--- config.mk ---
export PLATFORM = sky130hd
export DESIGN_NAME = crc_serial_enc
export DESIGN_NICKNAME = d
export VERILOG_FILES = /design/src/rtl/crc_serial_enc.sv
export SDC_FILE = /design/constraint.sdc
export NUM_CORES = 1
export LEC_CHECK = 0
export CORE_MARGIN = 4
export CORE_UTILIZATION = 52
export CTS_CLUSTER_DIAMETER = 60
export DETAILED_ROUTE_END_ITERATION = 10
export PLACE_DENSITY = 0.81
export SYNTH_ARGS = -nofsm -noshare
export SYNTH_HDL_FRONTEND = slang
export SYNTH_SLANG_ARGS = --single-unit
export TNS_END_PERCENT = 100
--- constraint.sdc ---
create_clock -name i_clk -period 2.5 [get_ports i_clk]
set_input_delay 0.25 -clock i_clk [delete_from_list [all_inputs] [get_ports i_clk]]
set_output_delay 0.25 -clock i_clk [all_outputs]
set_load 0.1 [all_outputs]
--- src/rtl/crc_serial_enc.sv ---
// crc_serial_enc: bit-serial systematic CRC encoder.
// Takes MSG_LEN message bits (MSB first) over a valid/ready handshake and
// emits a registered serial codeword: the message bits, then CRC_W check bits.
//
// Ports:
//   i_clk       rising-edge clock
//   i_rst_n     asynchronous active-low reset
//   i_clr       synchronous abort, returns block to IDLE with cleared state
//   i_start     begin a new codeword (sampled in IDLE only)
//   i_data      message bit
//   i_valid     i_data qualifier
//   o_ready     message bit accepted this cycle when i_valid is high
//   o_code      codeword bit, qualified by o_code_vld
//   o_code_vld  o_code valid
//   o_crc_done  one-cycle pulse with the last check bit
//   o_busy      block is not IDLE
module crc_serial_enc #(
  parameter int unsigned      CRC_W   = 4,
  parameter logic [CRC_W-1:0] POLY    = CRC_W'(32'h3),
  parameter int unsigned      MSG_LEN = 3,
  parameter logic [CRC_W-1:0] INIT    = '0
) (
  input  logic i_clk,
  input  logic i_rst_n,
  input  logic i_clr,
  input  logic i_start,
  input  logic i_data,
  input  logic i_valid,
  output logic o_ready,
  output logic o_code,
  output logic o_code_vld,
  output logic o_crc_done,
  output logic o_busy
);

  localparam int unsigned CNT_MAX = (MSG_LEN > CRC_W) ? MSG_LEN : CRC_W;
  localparam int unsigned CNT_W   = $clog2(CNT_MAX + 1);

  typedef enum logic [1:0] {
    S_IDLE = 2'd0,
    S_DATA = 2'd1,
    S_CHK  = 2'd2
  } state_e;

  state_e             state_q, state_d;
  logic [CRC_W-1:0]   crc_q, crc_d;
  logic [CNT_W-1:0]   cnt_q, cnt_d;
  logic               code_q, code_d;
  logic               code_vld_q, code_vld_d;
  logic               done_q, done_d;
  logic               ready_q, ready_d;
  logic               busy_q, busy_d;
  logic               accept_c;
  logic               fb_c;

  // ready is a pure decode of the registered state, so no input reaches it
  assign accept_c = i_valid & ready_q;
  assign fb_c     = i_data ^ crc_q[CRC_W-1];

  // Next-state, datapath and output computation
  always_comb begin
    state_d    = state_q;
    crc_d      = crc_q;
    cnt_d      = cnt_q;
    code_d     = code_q;
    code_vld_d = 1'b0;
    done_d     = 1'b0;

    if (i_clr) begin
      state_d = S_IDLE;
      crc_d   = '0;
      cnt_d   = '0;
      code_d  = 1'b0;
    end else begin
      case (state_q)
        S_IDLE: begin
          if (i_start) begin
            crc_d   = INIT;
            cnt_d   = '0;
            state_d = S_DATA;
          end
        end
        S_DATA: begin
          if (accept_c) begin
            crc_d      = {crc_q[CRC_W-2:0], 1'b0} ^ (fb_c ? POLY : '0);
            code_d     = i_data;
            code_vld_d = 1'b1;
            if (cnt_q == CNT_W'(MSG_LEN - 1)) begin
              cnt_d   = '0;
              state_d = S_CHK;
            end else begin
              cnt_d = cnt_q + CNT_W'(1);
            end
          end
        end
        S_CHK: begin
          code_d     = crc_q[CRC_W-1];
          code_vld_d = 1'b1;
          crc_d      = {crc_q[CRC_W-2:0], 1'b0};
          if (cnt_q == CNT_W'(CRC_W - 1)) begin
            cnt_d   = '0;
            done_d  = 1'b1;
            state_d = S_IDLE;
          end else begin
            cnt_d = cnt_q + CNT_W'(1);
          end
        end
        default: begin
          state_d = S_IDLE;
          crc_d   = '0;
          cnt_d   = '0;
        end
      endcase
    end

    ready_d = (state_d == S_DATA);
    busy_d  = (state_d != S_IDLE);
  end

  // State and output registers
  always_ff @(posedge i_clk or negedge i_rst_n) begin
    if (!i_rst_n) begin
      state_q    <= S_IDLE;
      crc_q      <= '0;
      cnt_q      <= '0;
      code_q     <= 1'b0;
      code_vld_q <= 1'b0;
      done_q     <= 1'b0;
      ready_q    <= 1'b0;
      busy_q     <= 1'b0;
    end else begin
      state_q    <= state_d;
      crc_q      <= crc_d;
      cnt_q      <= cnt_d;
      code_q     <= code_d;
      code_vld_q <= code_vld_d;
      done_q     <= done_d;
      ready_q    <= ready_d;
      busy_q     <= busy_d;
    end
  end

  assign o_ready    = ready_q;
  assign o_code     = code_q;
  assign o_code_vld = code_vld_q;
  assign o_crc_done = done_q;
  assign o_busy     = busy_q;

endmodule

# After elaboration in Yosys (flattened, before gate mapping)
# Index checks and enable logic that the tools add are counted.
# classes
add_sub_neg,1
multipliers,0
div_mod_pow,0
bitwise_logic,3
eq_ne,7
shifts,0
n_reduce_logical,5
n_mux,26
magnitude_cmp,0
# ops
op,n
2-to-1 mux 3 bit,5
2-to-1 mux 2 bit,6
2-to-1 mux 4 bit,3
one-hot mux 4 bit (3 select lines),1
one-hot mux 3 bit (3 select lines),1
2-to-1 mux 1 bit,7
"equality test 3 x 2 -> 1 bit, second input constant",2
"inequality test 3 bit, second input constant",2
one-hot mux 2 bit (3 select lines),1
"equality test 2 x 1 -> 1 bit, second input constant",2
one-hot mux 1 bit (2 select lines),2
AND reduction 2 bit,2
XOR 4 x 2 -> 4 bit,1
"adder 3 x 1 -> 3 bit, second input constant",1
nonzero test 3 bit,1
"equality test 2 bit, second input constant",1
logical NOT 2 bit,1
nonzero test 2 bit,1
bitwise AND 1 bit,1
XOR 1 bit,1
# word_totals
latchBits,0
input_bits,6
ram_bits,0
word_cells,50
rom_bits,0
out_inout_bits,5
regBits,14
n_memories,0

# Depth between registers and ports, before layout
# logic_depth
word_depth,6
ltp_mapped,7
mapped_depth_nobuf,7

# Worst setup path after synthesis
# Ideal clock, no wire load.
# synth_timing
path_type,register to register
start,"register ready_q, in the netlist o_ready"
end,register cnt_q[0]
setup_ns,0.079
n_path_buf,0
arrival_ns,1.971
t_required_ns,2.421
synth_period_minus_slack_ns,2.049
path_slack_ns,0.451
path_stages_with_launch,5
cell_sequence,dfrtp_1 nand2_1 a21o_1 or4b_1 a21oi_1
# synth_via
elab_chain_len,3
# synth_lines
element,line_no,text
start: declaration,51,"logic ready_q, ready_d;"
start signal: assignment,138,ready_q <= ready_d;
bitwise AND 1 bit,57,assign accept_c = i_valid & ready_q;
inequality test 3 bit (no source line),n/a,
AND reduction 2 bit (no source line),n/a,
end signal: assignment,134,cnt_q <= cnt_d;
end: declaration,47,"logic [CNT_W-1:0] cnt_q, cnt_d;"
# Every way passes these cells.
# A chain may end at the register's enable or synchronous reset.

# Worst setup path after layout
# layout_timing
start,register cnt_q[0]
end,register cnt_q[0]
# layout_via
elab_chain_len,5
elab_cells_between_ends,8
classes_between,1 x add/sub; 2 x eq/ne; 5 x mux
# layout_lines
element,line_no,text
adder 3 x 1 -> 3 bit / equality test 3 x 2 -> 1 bit (equally long branches),"92, 105, 88",
2-to-1 mux 3 bit,88,if (cnt_q == CNT_W'(MSG_LEN - 1)) begin
2-to-1 mux 3 bit,84,if (accept_c) begin
one-hot mux 3 bit (3 select lines) (*),75,case (state_q)
2-to-1 mux 3 bit (*),69,if (i_clr) begin
# Every way passes the cells marked *; elsewhere a longest branch is shown, timed or not. The select of a mux whose other input is x is not followed.

==> results.tsv <==
metric	value	unit
Hold WC Path Type	in2async	
Via density	5.66	
switching share of power	31.1	%
Die X	48.2	um
Worst R2R Path Depth	6	
sequential share of power	46.3	%
worst hold slack	0.340	ns
most common library cell in the layout ignoring fill and taps	dfrtp_1	
crit path cell chain	ha_1 > ha_1 > and2b_1 > o21ba_4 > or4b_1 > a21oi_1	
delay of the slowest critical-path stage	0.50	ns
CP Launch Type	flop	
crit share post-route	77.4	%
Avg Cell Area, Syn	9.79	um2
Pleak	0.000424	uW
CTS tree	done	
Pwr Total	517	uW
Die Y	48.2	um
layout cell share with drive strength beyond 1	14.4	%
most used cell, CP	ha_1	
Gate power share	21.0	%
Worst Skew	0.00276	ns
Switch Pwr	161	uW
Placer Congestion	0.834	
Finish-stage setup viols	0	
Residual DRC	0	
Max Cap Viol	0	
root buffer cell	clkbuf_4	
gr usage total	16.2	%
H-tree lvl count	1	
vias in the first global route	594	
ys async rst share	100	%
Routed Antenna Nets	0	
slowest library cell on the worst path	or4b_1	
pwr dens	537	nW/um2
RSZ-0062 raised after global routing	no	
Synth Flop Type	dfrtp_1	
commonest non-fill, non-tap cells in the layout	dfrtp_1, a21oi_1, nand2_1	
Slew HR	58.3	%
Setup Crit Path Kind	reg2reg	
flop and latch count out of synthesis	14	
fin. max-slew vios	0	
final-report hold violation count	0	
Antenna Cells	0	
r2r setup slk	0.57	ns
yosys warns	0	
Vias	640	
synthesized area	842	um2
Final min period	1.93	ns
end of the worst register-to-register path	cnt_q[0]$_DFFE_PN0P_	
Detailed Route Iter0 Violations	7	
total CTS buffers	3	
outcome	complete, no violations	
Post-synth EDFFs	0	
Top Ports	11	
Routed WL per cell	13.8	um
VDD IR-drop max	432	uV
DRT Wirelength	1.56	mm
DP Wirelength	1.16	mm
Peak Freq	517	MHz
die area	2330	um2
syn_nets	100	
pin count of the biggest net entering global routing	15	
clock power share	32.7	%
initial antenna violation count	0	
Worst-path clk slew	0.09	ns
Sink Count	14	
Rows	14	
Req. time, crit path	2.71	ns
initial core utilization	55.3	%
global-route wire length before repair	2.59	mm
DRT Pass-1 Iters	4	
Power Internal	356	uW
CP arrival	2.15	ns
Max clock buf depth	2	
CP Capture Type	flop	
post-placement cell area	927	um2
Slew @ Worst Pin	0.624	ns
Yosys cell types	29	
reg2reg start	cnt_q[0]$_DFFE_PN0P_	
core box area	1520	um2
Core Util, Final	63.2	%
Synth Instances	86	
Fin Setup TNS	0	ns
Fillers	124	
post-route cell area	963	um2
total global routing overflow	0	
Clk Latency, worst-skew pair	0.29	ns
post-CTS resize count	0	
Final nets	112	
Hold Buf Count CTS	0	
Seq/Total Area, Yosys	41.6	%
area growth from synthesis to layout	14.4	%
postcts setup bufs	0	
Worst Path Max Fanout	4	
I/O Buffers	10	
-- final cells by class --
cell class	instances	area [um2]	area share, %
Timing Repair Buffer	10	87.6	9.09
Multi-Input combinational cell	61	439	45.6
Clock buffer	4	36.3	3.77
Tap cell	16	20.0	2.08
Inverter	8	30.0	3.12
Sequential cell	14	350	36.4
-- logic make-up after synthesis --
kind of cell / count (synthesis) / share of synthesized area, %
simple gates: 29 / 19.2
compound gates: 20 / 16.5
flops: 14 / 41.6
buf+inv: 11 / 6.24
fa+ha+maj: 8 / 11.9
mux: 3 / 3.57
xor+xnor: 1 / 1.04
-- power groups by stage --
stage	sequential, uW	clock [uW]	combinational (uW)
finish	239	169	109
global route	240	175	117
CTS	239	168	109
detailed placement	243	0	108
global placement	243	0	107
floorplan	272	0	48.7
-- how the worst max path moves through the flow --
stage	startpoint	end	slack, ns	cells past startpoint
after floorplan	o_ready$_DFF_PN0_	cnt_q[0]$_DFFE_PN0P_	0.45	4
after global placement	state_q[1]$_DFF_PN0_	cnt_q[1]$_DFFE_PN0P_	0.64	6
after detailed placement	cnt_q[0]$_DFFE_PN0P_	cnt_q[0]$_DFFE_PN0P_	0.60	6
after CTS	cnt_q[0]$_DFFE_PN0P_	cnt_q[0]$_DFFE_PN0P_	0.58	6
after global routing	state_q[0]$_DFF_PN0_	cnt_q[0]$_DFFE_PN0P_	0.45	6
final	cnt_q[0]$_DFFE_PN0P_	cnt_q[0]$_DFFE_PN0P_	0.57	6
-- metrics by stage --
| stage | setup WS (ns) | instances |
|---|---|---|
| CTS | 0.578 | 113 |
| global route | 0.448 | 113 |
| finish | 0.566 | 113 |
| detailed placement | 0.603 | 109 |
| global placement | 0.643 | 109 |
| floorplan | 0.451 | 86 |
-- sequential cells by signal, summed over array words and instances, names as in the netlist --
register,cells
cnt_q,3
state_q,2
crc_q,4
o_code,1
o_code_vld,1
o_busy,1
o_crc_done,1
o_ready,1
-- synth_stat cells (2+ instances only) --
| cell | n | share of area, % |
|---|---|---|
| dfrtp_1 | 14 | 42 |
| or4b_1 | 2 | 2.4 |
| and2b_1 | 2 | 1.8 |
| inv_1 | 7 | 3.1 |
| a31oi_1 | 2 | 1.5 |
| mux2i_1 | 3 | 3.6 |
| nor2_1 | 4 | 1.8 |
| nand3_1 | 2 | 1.2 |
| a2111oi_2 | 2 | 3.6 |
| nor2b_1 | 3 | 2.2 |
| nand2_1 | 10 | 4.5 |
| ha_1 | 8 | 12 |
| a21oi_1 | 11 | 6.5 |
-- critical path: cells and delay by family (launching register included) --
kind	cells	cell delay, ns
AO/OA/AOI/OAI	2	0.31
flip-flops	1	0.41
adder cells (fa/ha/maj)	2	0.42
AND/OR/NAND/NOR	2	0.72
-- metal layers --
metal | routed length, um | part of all wire (%) | vias to the layer above | global-route usage [%]
li1 | - | - | 317 | -
met1 | 691 | 44 | 296 | 21.2
met2 | 743 | 48 | 22 | 26.0
met3 | 83 | 5.3 | 5 | 2.21
met4 | 36 | 2.3 | 0 | 8.06
met5 | 0 | 0 | - | 0
(Power assumes the default switching activity.)
